==> config.mk <==
export PLATFORM = sky130hd
export DESIGN_NAME = sdram_port_arbiter
export DESIGN_NICKNAME = d
export VERILOG_FILES = /design/src/rtl/sdram_arb_pkg.sv /design/src/rtl/cpu_access_detect.sv /design/src/rtl/sdram_port_arbiter.sv
export SDC_FILE = /design/constraint.sdc
export NUM_CORES = 1
export LEC_CHECK = 0
export CORE_AREA = 8 8 102 128
export DETAILED_ROUTE_END_ITERATION = 16
export DIE_AREA = 0 0 110 136
export GPL_ROUTABILITY_DRIVEN = 0
export PLACE_DENSITY = 0.72
export SLEW_MARGIN = 20
export SYNTH_ARGS = -nofsm -noshare
export SYNTH_HDL_FRONTEND = slang
export SYNTH_HIERARCHICAL = 1
export SYNTH_SLANG_ARGS = --single-unit
==> constraint.sdc <==
create_clock -name clk -period 1.85 [get_ports clk]
set_clock_uncertainty 0.1 [all_clocks]
set_input_delay 0.185 -clock clk [delete_from_list [all_inputs] [get_ports clk]]
set_output_delay 0.185 -clock clk [all_outputs]
set_load 0.02 [all_outputs]
==> src/rtl/sdram_arb_pkg.sv <==
// ---------------------------------------------------------------------------
// sdram_arb_pkg
// Shared types and constants for the SDRAM port arbiter.
//   arb_state_t : request sequencer states (IDLE, ISSUE, WAIT)
//   arb_slot_t  : one queued access {address, write byte, write flag}
//   DS_*        : byte-lane select encodings for sd_ds
//   lane_select : picks the byte lanes for an access
// The slot address width is fixed at ARB_AW; the arbiter's AW parameter
// must match it.
// ---------------------------------------------------------------------------
package sdram_arb_pkg;

  localparam int ARB_AW = 16;

  typedef enum logic [1:0] {
    IDLE,
    ISSUE,
    WAIT
  } arb_state_t;

  typedef struct packed {
    logic [ARB_AW-1:0] a;
    logic [7:0]        d;
    logic              we;
  } arb_slot_t;

  localparam logic [1:0] DS_LOW  = 2'b01;
  localparam logic [1:0] DS_HIGH = 2'b10;
  localparam logic [1:0] DS_BOTH = 2'b11;

  // Writes touch only the lane selected by address bit 0; reads fetch the
  // whole word and the lane is picked when the data comes back.
  function automatic logic [1:0] lane_select(input logic we, input logic a0);
    if (we) begin
      return a0 ? DS_HIGH : DS_LOW;
    end
    return DS_BOTH;
  endfunction

endpackage

==> src/rtl/cpu_access_detect.sv <==
// ---------------------------------------------------------------------------
// cpu_access_detect
// Turns the level-style Oric RAM bus into one-cycle access events.
// An event fires on a rising read strobe (cs&oe), a rising write strobe
// (cs&we), or a change of address while a read is held asserted.
// Ports:
//   clk, reset          : SDRAM clock, synchronous active-high reset
//   cpu_cs/oe/we        : CPU RAM bus strobes
//   cpu_a, cpu_d        : CPU address and write data
//   evt                 : one-cycle access event (combinational)
//   evt_slot            : access captured alongside evt
// ---------------------------------------------------------------------------
module cpu_access_detect
  import sdram_arb_pkg::*;
#(
  parameter int AW = ARB_AW
) (
  input  logic          clk,
  input  logic          reset,
  input  logic          cpu_cs,
  input  logic          cpu_oe,
  input  logic          cpu_we,
  input  logic [AW-1:0] cpu_a,
  input  logic [7:0]    cpu_d,
  output logic          evt,
  output arb_slot_t     evt_slot
);

  logic          rd_now;
  logic          wr_now;
  logic          rd_prev;
  logic          wr_prev;
  logic [AW-1:0] a_prev;

  assign rd_now = cpu_cs & cpu_oe;
  assign wr_now = cpu_cs & cpu_we;

  always_ff @(posedge clk) begin
    if (reset) begin
      rd_prev <= 1'b0;
      wr_prev <= 1'b0;
      a_prev  <= '0;
    end else begin
      rd_prev <= rd_now;
      wr_prev <= wr_now;
      a_prev  <= cpu_a;
    end
  end

  // A held read that walks to a new address is a fresh access
  // (the CPU can keep oe asserted across consecutive reads).
  always_comb begin
    evt         = (rd_now & ~rd_prev) | (wr_now & ~wr_prev) |
                  (rd_now & (cpu_a != a_prev));
    evt_slot.a  = cpu_a;
    evt_slot.d  = cpu_d;
    evt_slot.we = wr_now;
  end

endmodule

==> src/rtl/sdram_port_arbiter.sv <==
// ---------------------------------------------------------------------------
// sdram_port_arbiter
// Shares one toggle-handshake SDRAM port between the Oric CPU RAM bus and
// the byte-wide download (ioctl) writer. CPU accesses have fixed priority.
// Ports:
//   clk, reset              : SDRAM clock (clk_72), synchronous active-high reset
//   cpu_cs/oe/we/a/d        : CPU RAM bus in
//   cpu_q                   : CPU read data, held until the next read completes
//   dl_wr/dl_a/dl_d         : download byte strobe, address, data
//   dl_ready                : download holding register free
//   sd_req/sd_ack           : toggle handshake (request pending while unequal)
//   sd_a/sd_ds/sd_we/sd_d   : request address, byte lanes, write flag, data
//   sd_q                    : SDRAM read word
//   err_timeout/err_overrun : sticky error flags
// Build option: define ARB_ROM_PROTECT_EN to drop CPU accesses at or above
// ROM_BASE (reads of that window return 8'h00).
// ---------------------------------------------------------------------------
module sdram_port_arbiter
  import sdram_arb_pkg::*;
#(
  parameter int              AW          = ARB_AW,
  parameter int              ACK_TIMEOUT = 63,
  parameter logic [AW-1:0]   ROM_BASE    = 16'hC000
) (
  input  logic          clk,
  input  logic          reset,
  input  logic          cpu_cs,
  input  logic          cpu_oe,
  input  logic          cpu_we,
  input  logic [AW-1:0] cpu_a,
  input  logic [7:0]    cpu_d,
  output logic [7:0]    cpu_q,
  input  logic          dl_wr,
  input  logic [AW-1:0] dl_a,
  input  logic [7:0]    dl_d,
  output logic          dl_ready,
  output logic          sd_req,
  input  logic          sd_ack,
  output logic [AW-1:0] sd_a,
  output logic [1:0]    sd_ds,
  output logic          sd_we,
  output logic [15:0]   sd_d,
  input  logic [15:0]   sd_q,
  output logic          err_timeout,
  output logic          err_overrun
);

  localparam int TW = $clog2(ACK_TIMEOUT + 1);

`ifdef ARB_ROM_PROTECT_EN
  localparam logic ROM_PROTECT = 1'b1;
`else
  localparam logic ROM_PROTECT = 1'b0;
`endif

  arb_state_t    state;
  arb_state_t    state_next;

  logic          cpu_evt;
  arb_slot_t     cpu_evt_slot;
  logic          rom_hit;
  logic          cpu_take;
  logic          rom_read;

  arb_slot_t     cpu_slot;
  logic          cpu_pend;
  arb_slot_t     dl_slot;
  logic          dl_pend;
  logic          cur_is_dl;
  logic [TW-1:0] tmo_cnt;

  logic          issue_cpu;
  logic          issue_dl;
  logic          ack_done;
  logic          tmo_hit;
  arb_slot_t     issue_slot;

  cpu_access_detect #(
    .AW(AW)
  ) u_detect (
    .clk      (clk),
    .reset    (reset),
    .cpu_cs   (cpu_cs),
    .cpu_oe   (cpu_oe),
    .cpu_we   (cpu_we),
    .cpu_a    (cpu_a),
    .cpu_d    (cpu_d),
    .evt      (cpu_evt),
    .evt_slot (cpu_evt_slot)
  );

  // ROM window accesses are served outside this block, so they never reach
  // SDRAM; a ROM read still has to clear cpu_q so stale RAM data is not muxed.
  always_comb begin
    rom_hit  = ROM_PROTECT && (cpu_evt_slot.a >= ROM_BASE);
    cpu_take = cpu_evt & ~rom_hit;
    rom_read = cpu_evt & rom_hit & ~cpu_evt_slot.we;
  end

  always_ff @(posedge clk) begin
    if (reset) begin
      state <= IDLE;
    end else begin
      state <= state_next;
    end
  end

  // Sequencer: the request is launched on the IDLE->ISSUE edge so the SDRAM
  // sees a new toggle two clocks after the CPU strobe. ISSUE is a one-cycle
  // settle before acknowledge/timeout watching starts in WAIT.
  always_comb begin
    state_next = state;
    issue_cpu  = 1'b0;
    issue_dl   = 1'b0;
    ack_done   = 1'b0;
    tmo_hit    = 1'b0;
    case (state)
      IDLE: begin
        if (cpu_pend) begin
          issue_cpu  = 1'b1;
          state_next = ISSUE;
        end else if (dl_pend) begin
          issue_dl   = 1'b1;
          state_next = ISSUE;
        end
      end
      ISSUE: begin
        state_next = WAIT;
      end
      WAIT: begin
        if (sd_ack == sd_req) begin
          ack_done   = 1'b1;
          state_next = IDLE;
        end else if (tmo_cnt == TW'(ACK_TIMEOUT)) begin
          tmo_hit    = 1'b1;
          state_next = IDLE;
        end
      end
      default: begin
        state_next = IDLE;
      end
    endcase
  end

  always_comb begin
    issue_slot = issue_cpu ? cpu_slot : dl_slot;
  end

  // Pending slots, request registers and completion handling. Events are
  // captured independently of the sequencer, so an event landing on the
  // same edge as an ack or an issue is never lost; the issue uses the slot
  // contents from before that edge.
  always_ff @(posedge clk) begin
    if (reset) begin
      cpu_slot    <= '0;
      cpu_pend    <= 1'b0;
      dl_slot     <= '0;
      dl_pend     <= 1'b0;
      dl_ready    <= 1'b1;
      cur_is_dl   <= 1'b0;
      tmo_cnt     <= '0;
      cpu_q       <= 8'h00;
      sd_req      <= 1'b0;
      sd_a        <= '0;
      sd_ds       <= 2'b00;
      sd_we       <= 1'b0;
      sd_d        <= 16'h0000;
      err_timeout <= 1'b0;
      err_overrun <= 1'b0;
    end else begin
      if (cpu_take) begin
        cpu_slot <= cpu_evt_slot;
        cpu_pend <= 1'b1;
        if (cpu_pend && !issue_cpu) begin
          err_overrun <= 1'b1;
        end
      end else if (issue_cpu) begin
        cpu_pend <= 1'b0;
      end

      if (dl_wr && dl_ready) begin
        dl_slot.a  <= dl_a;
        dl_slot.d  <= dl_d;
        dl_slot.we <= 1'b1;
        dl_pend    <= 1'b1;
        dl_ready   <= 1'b0;
      end else if (issue_dl) begin
        dl_pend <= 1'b0;
      end

      if (state == WAIT) begin
        tmo_cnt <= tmo_cnt + 1'b1;
      end else begin
        tmo_cnt <= '0;
      end

      if (issue_cpu || issue_dl) begin
        sd_a      <= issue_slot.a;
        sd_we     <= issue_slot.we;
        sd_ds     <= lane_select(issue_slot.we, issue_slot.a[0]);
        sd_d      <= {issue_slot.d, issue_slot.d};
        sd_req    <= ~sd_req;
        cur_is_dl <= issue_dl;
      end

      if (ack_done) begin
        if (!sd_we && !cur_is_dl) begin
          cpu_q <= sd_a[0] ? sd_q[15:8] : sd_q[7:0];
        end
        if (cur_is_dl) begin
          dl_ready <= 1'b1;
        end
      end

      // An abandoned download byte still frees the holding register,
      // otherwise the loader would stall forever.
      if (tmo_hit) begin
        err_timeout <= 1'b1;
        sd_req      <= sd_ack;
        if (cur_is_dl) begin
          dl_ready <= 1'b1;
        end
      end

      if (rom_read) begin
        cpu_q <= 8'h00;
      end
    end
  end

endmodule

# After elaboration in Yosys (flattened, before gate mapping)
# Cells that the tools add are included.
word_totals:
  elab_cells: 91
  reg_bits: 126
  inputBits: 71
classes:
  n_eq_ne: 7
  n_mux: 34
  n_addsub: 1
  bitwise: 11
  reduce_logical: 15
op_table:
  columns: ["op", "n"]
  rows:
  - ["25-bit 2-to-1 mux", 1]
  - ["1-bit 2-to-1 mux", 24]
  - ["16-bit != test", 1]
  - ["2-bit 2-to-1 mux", 7]
  - ["8-bit 2-to-1 mux", 1]
  - ["6-bit by 1-bit adder with 6-bit output, second input constant", 1]
  - ["6-bit equality test, second input constant", 1]
  - ["3-bit != test, second input constant", 2]
  - ["2-bit one-hot mux with 3 select lines", 1]
  - ["2-bit AND reduction", 3]
  - ["2-bit nonzero test", 3]
  - ["1-bit AND", 5]
  - ["1-bit NOT", 4]
  - ["1-bit logical AND", 3]
  - ["1-bit zero test", 3]
  - ["2-bit by 1-bit equality test with 1-bit output, second input constant", 1]
  - ["2-bit equality test, second input constant", 1]
  - ["2-bit zero test", 1]
  - ["1-bit OR", 2]
  - ["2-bit OR reduction", 1]
  - ["1-bit equality test", 1]
  - ["1-bit logical OR", 1]

# Depth between registers and ports, before layout
# Gate-level depths: netlist of run 1.
depth:
  word_depth: 7
  depth_mapped: 8
  ltp_nobuf: 6

# By module
# The synthesis of run 1 kept the hierarchy.
modules_own_cells:
  columns: ["module", "seq_area_each_um2", "area_per_inst_um2", "n_inst", "cells_each"]
  rows:
  - ["sdram_port_arbiter", 2001.9, 4076.4, 1, 429]
  - ["cpu_access_detect", 360.3, 885.8, 1, 89]

# Least setup slack after synthesis of run 1
# No wires, ideal clock.
synth_timing:
  path_type: "flip-flop to flip-flop"
  startpoint: "register u_detect.a_prev[0]"
  endpoint: "register cpu_slot[0] (netlist bit)"
  stages_incl_launch_ff: 9
  path_slack_ns: 0.146
  required_time_ns: 1.622
  arrival_ns: 1.476
  setup_time_ns: 0.128
  path_buffers: 2
  path_cell_list: "dfxtp_1 xnor2_1 o2111ai_1 nor3_1 a41oi_1 buf_2 buf_2 mux2i_1 nor2_1"
synth_between:
  elab_chain_len: 3
synth_rtl:
  columns: ["element", "line_no", "text"]
  rows:
  - ["from (decl)", "cpu_access_detect.sv:33", "logic [AW-1:0] a_prev;"]
  - ["from (signal assigned)", "cpu_access_detect.sv:46", "a_prev <= cpu_a;"]
  - ["16-bit != test", "cpu_access_detect.sv:54", "(rd_now & (cpu_a != a_prev));"]
  - ["1-bit AND", "cpu_access_detect.sv:54", null]
  - ["1-bit OR", "cpu_access_detect.sv:53", "evt = (rd_now & ~rd_prev) | (wr_now & ~wr_prev) |"]
  - ["via cpu_evt", "sdram_port_arbiter.sv:59", "logic cpu_evt;"]
  - ["to (signal assigned)", "sdram_port_arbiter.sv:172", "cpu_slot <= cpu_evt_slot;"]
  - ["to (decl)", "sdram_port_arbiter.sv:65", "arb_slot_t cpu_slot;"]
# The timed path passes the listed nets, and every way through them passes these cells.
# A chain may end at the register's enable or synchronous reset.

# Final worst setup path of run 1
layout_timing:
  startpoint: "register u_detect.a_prev[2]"
  endpoint: "register cpu_slot[8] (netlist bit)"
# The elaborated chain is that of the path after synthesis.

==> results by group, run 1 <==
Floorplan
  • Die width: about 110 um
  • Initial Utilization: 0.444
  • Row count: 44
  • Die Y: between 100 and 150 um
  • I/O pin total: 118
  • Full die area: roughly 15000 um^2
  • Core area: between 10000 and 15000 um^2

Timing
  • Worst-margin pin slew: ~0.47 ns
  • Final setup violation count: 0
  • Fmax: 555 MHz
  • Minimum clock period: between 1.5 and 2 ns
  • RSZ-0062 raised after global routing: yes
  • Relative slew slack: 0.685
  • Final Hold Fails: 0
  • Final worst-path cycle share: 0.974
  • Final Max Tran Viols: 0

Worst setup path
  • Worst path arrival time: 1.96 ns
  • Critical path data required time: between 2 and 2.5 ns
  • RR Endpoint: cpu_slot[8]
  • CP max stage delay: 0.32 ns
  • Setup Crit Path Kind: flop to flop
  • CP Cell Sequence: xnor2_2 > o2111ai_1 > nor3_2 > a41oi_4 > buf_12 > mux2i_1 > nor2_1
  • R2R depth: 7
  • RR Startpoint: u_detect/a_prev[2]
  • Critical Path End Type: flop
  • Crit-path slowest cell: dfxtp_1
  • Crit-path max FO: 27
  • Register-to-Register Setup Slack: between 0.04 and 0.05 ns
  • Crit path launch type: flop

GRT
  • First-pass GRT wire length: between 15000 and 20000 um
  • Initial antenna violation count: 0
  • GRT overflow: 0
  • Largest net degree at the start of global routing: 45
  • Vias in the first global route: between 4000 and 5000
  • Tot GR Track Use: 0.170

Routing
  • Mean routed wirelength per cell: ~16 um
  • Vias: 3843
  • Vias per inst: roughly 5
  • Pre-antenna DRT Iters: 4
  • DRC errors left: 0
  • First DRT Iteration DRCs: around 180
  • DRT Wirelength: approximately 12000 um
  • Post-route ant nets: 0

Clock network
  • Hold buffer count at cts: 0
  • Sink Count: about 120
  • Root cell of the clock tree: clkbuf_16
  • Longest Clk Path Bufs: 2
  • H-tree levels: 4
  • Worst skew pair latency: 0.40 ns
  • CTS Buf Count: 17
  • TritonCTS clock tree: done
  • Reg clk slew, reported paths: roughly 0.050 ns

Synthesis
  • Top FF cell, synth: dfxtp_1
  • Dominant cell type by area after synthesis: dfxtp_1
  • Area share of the largest cell type after synthesis: 0.476
  • Seq/Total Area, Yosys: 0.476
  • Async set-reset flop share out of synthesis: 0
  • Post-Syn Area per Cell: approximately 9.6 um^2
  • Top cells by area, synth: dfxtp_1 (48%), mux2i_1 (11%), nor2_1 (6.1%), a211oi_2 (5.3%), buf_4 (5.3%)
  • Synth warn: 6
  • Area of the mapped netlist: 4960 um^2
  • Gate Count Post-Synth: 518
  • Syn nets: approximately 600
  • Yosys reg bits: ~120
  • Yosys cell types: 45
  • EDFF count, synth: 0

Layout
  • Commonest cells after routing, fill and taps aside: dfxtp_1 (117), clkdlybuf4s50_1 (116), nor2_1 (80)
  • Final Core Density: 0.605
  • Most common cell after layout, fill and taps aside: dfxtp_1
  • Design Area, Final: 6760 um^2
  • Area Overhead vs Synth: 36.2%
  • Layout cells sized above 1: 0.148
  • Nets: roughly 690
  • Count of non-filler cells in the finished layout: about 770
  • Diode count: 0

Worst hold path
  • Worst hold start: reset
  • Hold EP: cpu_slot[17]
  • Hold Path Stages: 2
  • HP Class: input port to flop

Power
  • LEAKAGE: approximately 2.6 nW
  • Tot Pwr: just under 7 mW
  • Peak supply drop: around 0.00063 V
  • PwrDens: 1030 nW/um^2

Placement
  • Placed Area: about 6200 um^2
  • DP HPWL: 8890 um
  • IO buf count: ~120
  • Placed Instances: roughly 740

Outcome
  • Outcome: finished clean

Flow run
  • Max Cap Violations: 0
[synthesized netlist by cell type, drive strengths merged, types with 2 or more instances]
library cell	count
nand2b	3
dfxtp	118
buf	52
inv	2
nand3	3
clkbuf	13
o21ai	4
a211oi	34
nand2	57
nand4	2
xor2	7
xnor2	13
nor2	82
and2b	7
nor4	2
o221a	2
mux2i	55
nor2b	12
a21oi	33
[power by group]
part | internal (mW) | switching (mW)
Clock | 1.86 | 1.01
Combinational | 0.608 | 0.607
Sequential | 2.73 | 0.116
Total | 5.19 | 1.74
[cells by family after synthesis]
group / after synthesis / share of synthesized area
flops: 118 / 0.476
fa+ha+maj: 1 / 0.00252
xor+xnor: 20 / 0.0368
buf+inv: 67 / 0.0840
compound gates: 81 / 0.128
simple gates: 176 / 0.162
mux: 55 / 0.111
[how the worst max path moves through the flow]
stage                            start            to  slack, ns  cells after the start
detailed placement            cpu_a[4]  cpu_slot[16]      -0.38                      8
global placement              cpu_a[4]  cpu_slot[13]      -0.34                      8
CTS                 u_detect/a_prev[4]  cpu_slot[16]       0.06                      7
floorplan           u_detect/a_prev[0]   cpu_slot[0]       0.15                      8
global route        u_detect/a_prev[2]  cpu_slot[23]      -0.07                      7
finish              u_detect/a_prev[2]   cpu_slot[8]       0.05                      7
[layer usage]
| metal | GRT usage | vias up | routed length (um) |
|---|---|---|---|
| li1 | - | 1918 | - |
| met1 | 0.185 | 1804 | 4940 |
| met2 | 0.274 | 94 | 6130 |
| met3 | 0.0707 | 27 | 833 |
| met4 | 0.0918 | 0 | 418 |
| met5 | 0 | - | 0 |
[layout make-up]
| cell class | count | area [um^2] |
|---|---|---|
| fillers | 964 | 4420 |
| flip-flops and latches | 118 | 2360 |
| multi-input cells | 333 | 2230 |
| repair buffers | 147 | 1460 |
| clock buffers | 26 | 509 |
| well taps | 138 | 173 |
| clock inverters | 4 | 20.0 |
| inverters | 2 | 7.51 |
[state kept, by name, summed over array words and instances (netlist names), 2 cells and up]
name / cells
cpu_q: 8
cpu_slot: 25
dl_slot: 25
sd_a: 16
sd_d: 8
sd_ds: 2
state: 2
tmo_cnt: 6
u_detect/a_prev: 16
[timing repair]
action                     CTS  global route
setup endpoints to repair   11            25
gates resized for setup      1             3
setup buffers                0             0
pin swaps                    0             1
[critical path, delay by kind of cell, from the launching register on]
| family | cells | cell delay [ns] |
|---|---|---|
| AO/OA/AOI/OAI | 2 | 0.32 |
| AND/OR/NAND/NOR | 2 | 0.33 |
| buffers and inverters | 1 | 0.21 |
| multiplexers | 1 | 0.17 |
| flip-flops | 1 | 0.32 |
| XOR/XNOR | 1 | 0.21 |
[stage by stage]
| step | setup TNS [ns] | hold WS (ns) | worst slack [ns] |
|---|---|---|---|
| 2_1_floorplan | 0 | 0.157 | 0.146 |
| 3_3_place_gp | -8.69 | 0.331 | -0.342 |
| 3_5_place_dp | -9.59 | 0.346 | -0.379 |
| 4_1_cts | 0 | 0.115 | 0.0623 |
| 5_1_grt | -0.921 | 0.127 | -0.0699 |
| 6_report | 0 | 0.124 | 0.0477 |
Power figures use the tool's default switching activity.
==> run 2, diff against run 1 <==
- CELL_PAD_IN_SITES_DETAIL_PLACEMENT: default -> 1
- CELL_PAD_IN_SITES_GLOBAL_PLACEMENT: default -> 2
- CORE_AREA: 8 8 102 128 -> 8 8 125 155
- DIE_AREA: 0 0 110 136 -> 0 0 133 163
- PLACE_DENSITY: 0.72 -> 0.76
==> run 2 against run 1 <==
  * Critical endpoint is now cpu_slot[3]
  * Sequential share of layout area decreased by 1.4 points
  * Largest power group unchanged
  * First-iteration DRC count fell by 22%
  * Non-clock buffer count rose by 8
==> results by group, run 2 (same netlist as run 1, synthesis figures left out) <==
GRT
  • First-pass GRT wire length: 22700 um (+15%)
  • GRT overflow: 0 (unchanged)
  • Initial antenna violation count: 0 (unchanged)
  • Vias in the first global route: 4341 (+7.3%)
  • Largest net degree at the start of global routing: 48 (+6.7%)
  • Tot GR Track Use: 0.134 (-0.0364)

Clock network
  • Sink Count: 118 (unchanged)
  • CTS Buf Count: 17 (unchanged)
  • Longest Clk Path Bufs: 2 (unchanged)
  • Worst skew pair latency: 0.41 ns (about the same)
  • Root cell of the clock tree: clkbuf_16
  • H-tree levels: 4 (unchanged)
  • TritonCTS clock tree: done
  • Reg clk slew, reported paths: 0.05 ns (about the same)

Timing
  • Final setup violation count: 0 (unchanged)
  • Relative slew slack: 0.651 (-0.0333)
  • Fmax: 561 MHz (+1.1%)
  • Final Worst Setup Slack: 0.0670 ns (+0.0193 ns)
  • Final Max Tran Viols: 0 (unchanged)
  • Worst-margin pin slew: 0.523 ns (+0.0499 ns)
  • Final worst-path cycle share: 0.964 (-0.0104)
  • RSZ-0062 raised after global routing: yes
  • Minimum clock period: 1.78 ns (-0.0193 ns)
  • Final Hold Fails: 0 (unchanged)

Layout
  • Diode count: 0 (unchanged)
  • Multi-input gate area: 2220 um^2 (-0.56%)
  • Fill count: 1865 (+93%)
  • Area Overhead vs Synth: 41.8%
  • Largest regs: cpu_slot: 25 flops, dl_slot: 25 flops
  • Layout cells sized above 1: 0.164 (+0.0164)
  • Nets: 699 (+1.2%)
  • Commonest cells after routing, fill and taps aside: dfxtp_1 (116), clkdlybuf4s50_1 (116), nor2_1 (80)
  • Final Core Density: 0.419 (-0.185)
  • FF/Latch Area: 2360 um^2 (about the same)
  • Count of non-filler cells in the finished layout: 860 (+12%)

Worst setup path
  • Critical path data required time: 2.03 ns (+0.02 ns)
  • Critical Path End Type: flop
  • RR Endpoint: cpu_slot[3]
  • Crit path launch type: flop
  • Crit-path max FO: 27 (unchanged)
  • Setup Crit Path Kind: flop to flop
  • RR Startpoint: u_detect/a_prev[2]
  • Worst path arrival time: 1.97 ns (about the same)
  • Register-to-Register Setup Slack: 0.07 ns (+0.02 ns)
  • R2R depth: 8 (+1)

Outcome
  • Outcome: finished clean

Worst hold path
  • Hold Path Stages: 2 (unchanged)
  • HP Class: input port to flop
  • Worst hold start: reset
  • Hold EP: cpu_slot[15]

Routing
  • Pre-antenna DRT Iters: 4 (unchanged)
  • DR top layer: met4
  • DRC errors left: 0 (unchanged)
  • Met1 wire length: 5680 um (+15%)
  • Post-route ant nets: 0 (unchanged)
  • Vias: 3894 (+1.3%)
  • DRT Wirelength: 14100 um (+14%)
  • Vias per inst: 4.53 (-9.5%)
  • Mean routed wirelength per cell: 16.4 um (+2.0%)
  • First DRT Iteration DRCs: 143 (-22%)
  • DR WL met2: 7370 um (+20%)
  • Routed wl met3: 769 um (-7.7%)

Floorplan
  • Die width: 133 um (+21%)
  • I/O pin total: 118 (unchanged)
  • Initial Utilization: 0.296 (-0.148)
  • Core area: 16800 um^2 (+50%)
  • Row count: 53 (+20%)
  • Die Y: 163 um (+20%)
  • Full die area: 21700 um^2 (+45%)

Placement
  • Placed Instances: 828 (+12%)
  • IO buf count: 117 (unchanged)
  • Place WS: -0.342 ns (+0.0367 ns)
  • DP HPWL: 10300 um (+16%)

Power
  • LEAKAGE: 2.65 nW (+3.8%)
  • P_sw: 1.86 mW (+7.2%)
  • Peak supply drop: 0.000475 V (-24%)
  • Seq pwr share: 0.373 (-0.037)
  • PwrDens: 1080 nW/um^2 (+5.8%)
  • Clk pwr share: 0.464 (+0.049)
  • Tot Pwr: 7.63 mW (+10%)
  • Internal power: 5.77 mW (+11%)
  • Combinational group share of total power: 0.164 (-0.011)
  • Sw frac: 0.244 (-0.00684)

Flow run
  • Max Cap Violations: 0 (unchanged)
## run 2: layout make-up
cell class | instances | share of cell area
clock buffer | 23 | 0.0708
clock inverter | 9 | 0.0206
inverter | 2 | 0.00107
multi-input combinational | 333 | 0.315
sequential | 118 | 0.336
tap | 220 | 0.0391
timing repair buffer | 155 | 0.217
## run 2: repair_timing
action / in CTS / in global routing
endpoints found under the hold margin: 0 / 0
hold buffers: 0 / 0
gates resized for setup: 2 / 1
buffers inserted: 0 / 0
endpoints found under the setup margin: 14 / 18
## run 2: per-stage QoR
step | hold WS (ns) | setup TNS, ns | instance area, um^2
final | 0.133 | 0 | 7040
after global routing | 0.156 | -0.141 | 7040
after CTS | 0.130 | 0 | 7040
after detailed placement | 0.346 | -8.55 | 6380
after global placement | 0.328 | -8.82 | 6380
after floorplan | 0.157 | 0 | 4960
## run 2: worst max path at each step
stage | start | end | cells after the start
after floorplan | u_detect/a_prev[0] | cpu_slot[0] | 8
after global placement | cpu_a[2] | cpu_slot[9] | 9
after detailed placement | cpu_a[2] | cpu_slot[13] | 9
after CTS | u_detect/a_prev[2] | cpu_slot[3] | 8
after global routing | u_detect/a_prev[4] | cpu_slot[22] | 8
final | u_detect/a_prev[2] | cpu_slot[3] | 8
## run 2: layer usage
layer | up-vias | track usage
li1 | 1939 | -
met1 | 1852 | 0.140
met2 | 85 | 0.238
met3 | 18 | 0.0472
met4 | 0 | 0.0590
met5 | - | 0
## run 2: power by group through the flow
stage / clock [mW] / sequential, mW / combinational [mW]
floorplan: 0 / 2.96 / 0.642
global placement: 0 / 2.89 / 1.24
detailed placement: 0 / 2.90 / 1.26
CTS: 3.63 / 2.85 / 1.28
global route: 3.77 / 2.87 / 1.35
finish: 3.54 / 2.84 / 1.25
## run 2: critical path, cell delays in order (launching register included)
cell	delay, ns
dfxtp_1	0.32
xnor2_2	0.18
o2111ai_1	0.16
nor3_1	0.16
buf_4	0.15
a41oi_4	0.12
buf_12	0.21
mux2i_1	0.19
nor2_1	0.06
==> run 3, diff against run 2 <==
- PLACE_DENSITY: 0.76 -> 0.84
==> run 3 against run 2 <==
  * Combinational power about the same
  * Fmax is 2.0% lower
  * Worst setup slack got worse by 0.036 ns
  * Critical path type unchanged
  * Power down 0.99%
  * Clock power decreased by 2%
  * Largest power group unchanged
  * Highest routed layer unchanged
  * Count of clock-buffer cells in the layout is the same
  * Design area about the same
  * Register-to-register slack lost 0.04 ns
==> results by group, run 3 (same netlist as run 1, synthesis figures left out) <==
Routing
  • Pre-antenna DRT Iters: 4 (unchanged)
  • Vias: 3929 (+0.90%)
  • First DRT Iteration DRCs: 147 (+2.8%)
  • Vias per inst: 4.60 (+1.5%)
  • Post-route ant nets: 0 (unchanged)
  • DRT Wirelength: 14200 um (+0.62%)
  • DRC errors left: 0 (unchanged)
  • Mean routed wirelength per cell: 16.6 um (+1.2%)

Worst setup path
  • Register-to-Register Setup Slack: 0.03 ns (-0.04 ns)
  • R2R depth: 8 (unchanged)
  • Critical path data required time: 2.02 ns (about the same)
  • Crit path to: cpu_slot[20]
  • Worst path arrival time: 1.99 ns (+0.02 ns)
  • RR Startpoint: u_detect/a_prev[4]
  • RR Endpoint: cpu_slot[20]
  • Setup Crit Path Kind: flop to flop
  • Crit-path max FO: 27 (unchanged)
  • Critical Path End Type: flop
  • Critical Path Start: u_detect/a_prev[4]
  • Crit path launch type: flop

Timing
  • Final setup violation count: 0 (unchanged)
  • Final worst-path cycle share: 0.983 (+0.0193)
  • Final Max Tran Viols: 0 (unchanged)
  • RSZ-0062 raised after global routing: yes
  • Minimum clock period: 1.82 ns (+0.0358 ns)
  • TNS Setup: 0 ns (unchanged)
  • Worst-margin pin slew: 0.584 ns (+0.0608 ns)
  • Final Hold Fails: 0 (unchanged)
  • Fmax: 550 MHz (-2.0%)
  • Relative slew slack: 0.611 (-0.0405)

Layout
  • Diode count: 0 (unchanged)
  • Layout cells sized above 1: 0.167 (+0.00287)
  • Largest regs: cpu_slot: 25 flops, dl_slot: 25 flops
  • Nets: 694 (-0.72%)
  • Area Overhead vs Synth: 41.8% (about the same)
  • Most common cell after layout, fill and taps aside: clkdlybuf4s50_1
  • Commonest cells after routing, fill and taps aside: clkdlybuf4s50_1 (116), dfxtp_1 (114), nor2_1 (80)

Power
  • PwrDens: 1070 nW/um^2 (-1.0%)
  • LEAKAGE: 2.64 nW (-0.51%)
  • Peak supply drop: 0.000509 V (+7.1%)
  • Tot Pwr: 7.56 mW (-0.99%)

Floorplan
  • Die Y: 163 um (unchanged)
  • Row count: 53 (unchanged)
  • Core area: 16800 um^2 (unchanged)
  • Full die area: 21700 um^2 (unchanged)
  • Die width: 133 um (unchanged)
  • Initial Utilization: 0.296 (unchanged)
  • I/O pin total: 118 (unchanged)

Clock network
  • Reg clk slew, reported paths: 0.05 ns (about the same)
  • Sink Count: 118 (unchanged)
  • CTS Buf Count: 17 (unchanged)
  • H-tree levels: 4 (unchanged)
  • Longest Clk Path Bufs: 2 (unchanged)
  • Worst skew pair latency: 0.40 ns (about the same)
  • Postcts setup bufs: 0 (unchanged)
  • TritonCTS clock tree: done
  • Hold buffer count at cts: 0 (unchanged)
  • Root cell of the clock tree: clkbuf_16

Outcome
  • Outcome: finished clean

GRT
  • Largest net degree at the start of global routing: 53 (+10%)
  • Vias in the first global route: 4443 (+2.3%)
  • Initial antenna violation count: 0 (unchanged)
  • Tot GR Track Use: 0.134 (-0.000430)
  • First-pass GRT wire length: 22900 um (+0.73%)
  • GRT overflow: 0 (unchanged)

Flow run
  • Max Cap Violations: 0 (unchanged)

Placement
  • DP HPWL: 10300 um (-0.27%)
  • IO buf count: 117 (unchanged)

Worst hold path
  • HP Class: input port to flop
-- run 3: cell types whose count changed in the layout (fill, tap and decap cells not counted), moves of 2 or more --
cell      change
buf_4         -6
clkbuf_1      +2
clkbuf_8      -2
dfxtp_1       -2
dfxtp_2       +2
xnor2_1       -4
xnor2_2       +4
-- run 3: cell type report --
class | instances | area (um^2)
fillers | 1861 | 9740
flip-flops and latches | 118 | 2370
multi-input cells | 333 | 2260
repair buffers | 150 | 1500
clock buffers | 23 | 478
well taps | 220 | 275
clock inverters | 9 | 148
inverters | 2 | 7.51
-- run 3: how the worst min path moves through the flow --
stage	endpoint	start	slack (ns)	cells past startpoint
after detailed placement	tmo_cnt[0]	tmo_cnt[0]	0.35	1
final	cpu_slot[18]	reset	0.16	2
after CTS	cpu_slot[18]	reset	0.16	2
after floorplan	u_detect/a_prev[10]	reset	0.16	1
after global placement	tmo_cnt[0]	tmo_cnt[0]	0.33	1
after global routing	cpu_slot[15]	reset	0.17	2
-- run 3: per-stage QoR --
step	hold slack (ns)	instance area, um^2	std cells	worst slack [ns]	util
after floorplan	0.157	4960	518	0.146	-
after global placement	0.327	6350	823	-0.303	0.379
after detailed placement	0.347	6350	823	-0.332	0.379
after CTS	0.159	6990	855	0.0193	0.417
after global routing	0.171	7040	855	-0.0464	0.419
final	0.156	7040	855	0.0312	0.419
-- run 3: critical path, stage by stage (launching register included) --
cell,delay (ns)
dfxtp_2,0.32
xnor2_2,0.20
nand4_1,0.16
nor3_2,0.20
buf_4,0.14
a41oi_4,0.11
buf_12,0.22
mux2i_1,0.18
nor2_1,0.05
-- run 3: where the power goes --
part,switching (mW),internal [mW],total (mW)
logic,0.622,0.625,1.25
registers,0.124,2.72,2.85
clock network,1.11,2.35,3.46
total,1.86,5.70,7.56
-- run 3: what timing repair did --
action	CTS	global route
resized for setup	2	9
setup endpoints to repair	26	27
pin swaps	0	0
-- run 3: metal layers --
metal  routed length, um  global-route usage  up-vias  share of wire
met1                5680               0.139     1888           0.40
met4                 343              0.0569        0          0.024
met5                   0                   0        -              0
met3                 833              0.0506       22          0.059
li1                    -                   -     1927              -
met2                7310               0.236       92           0.52
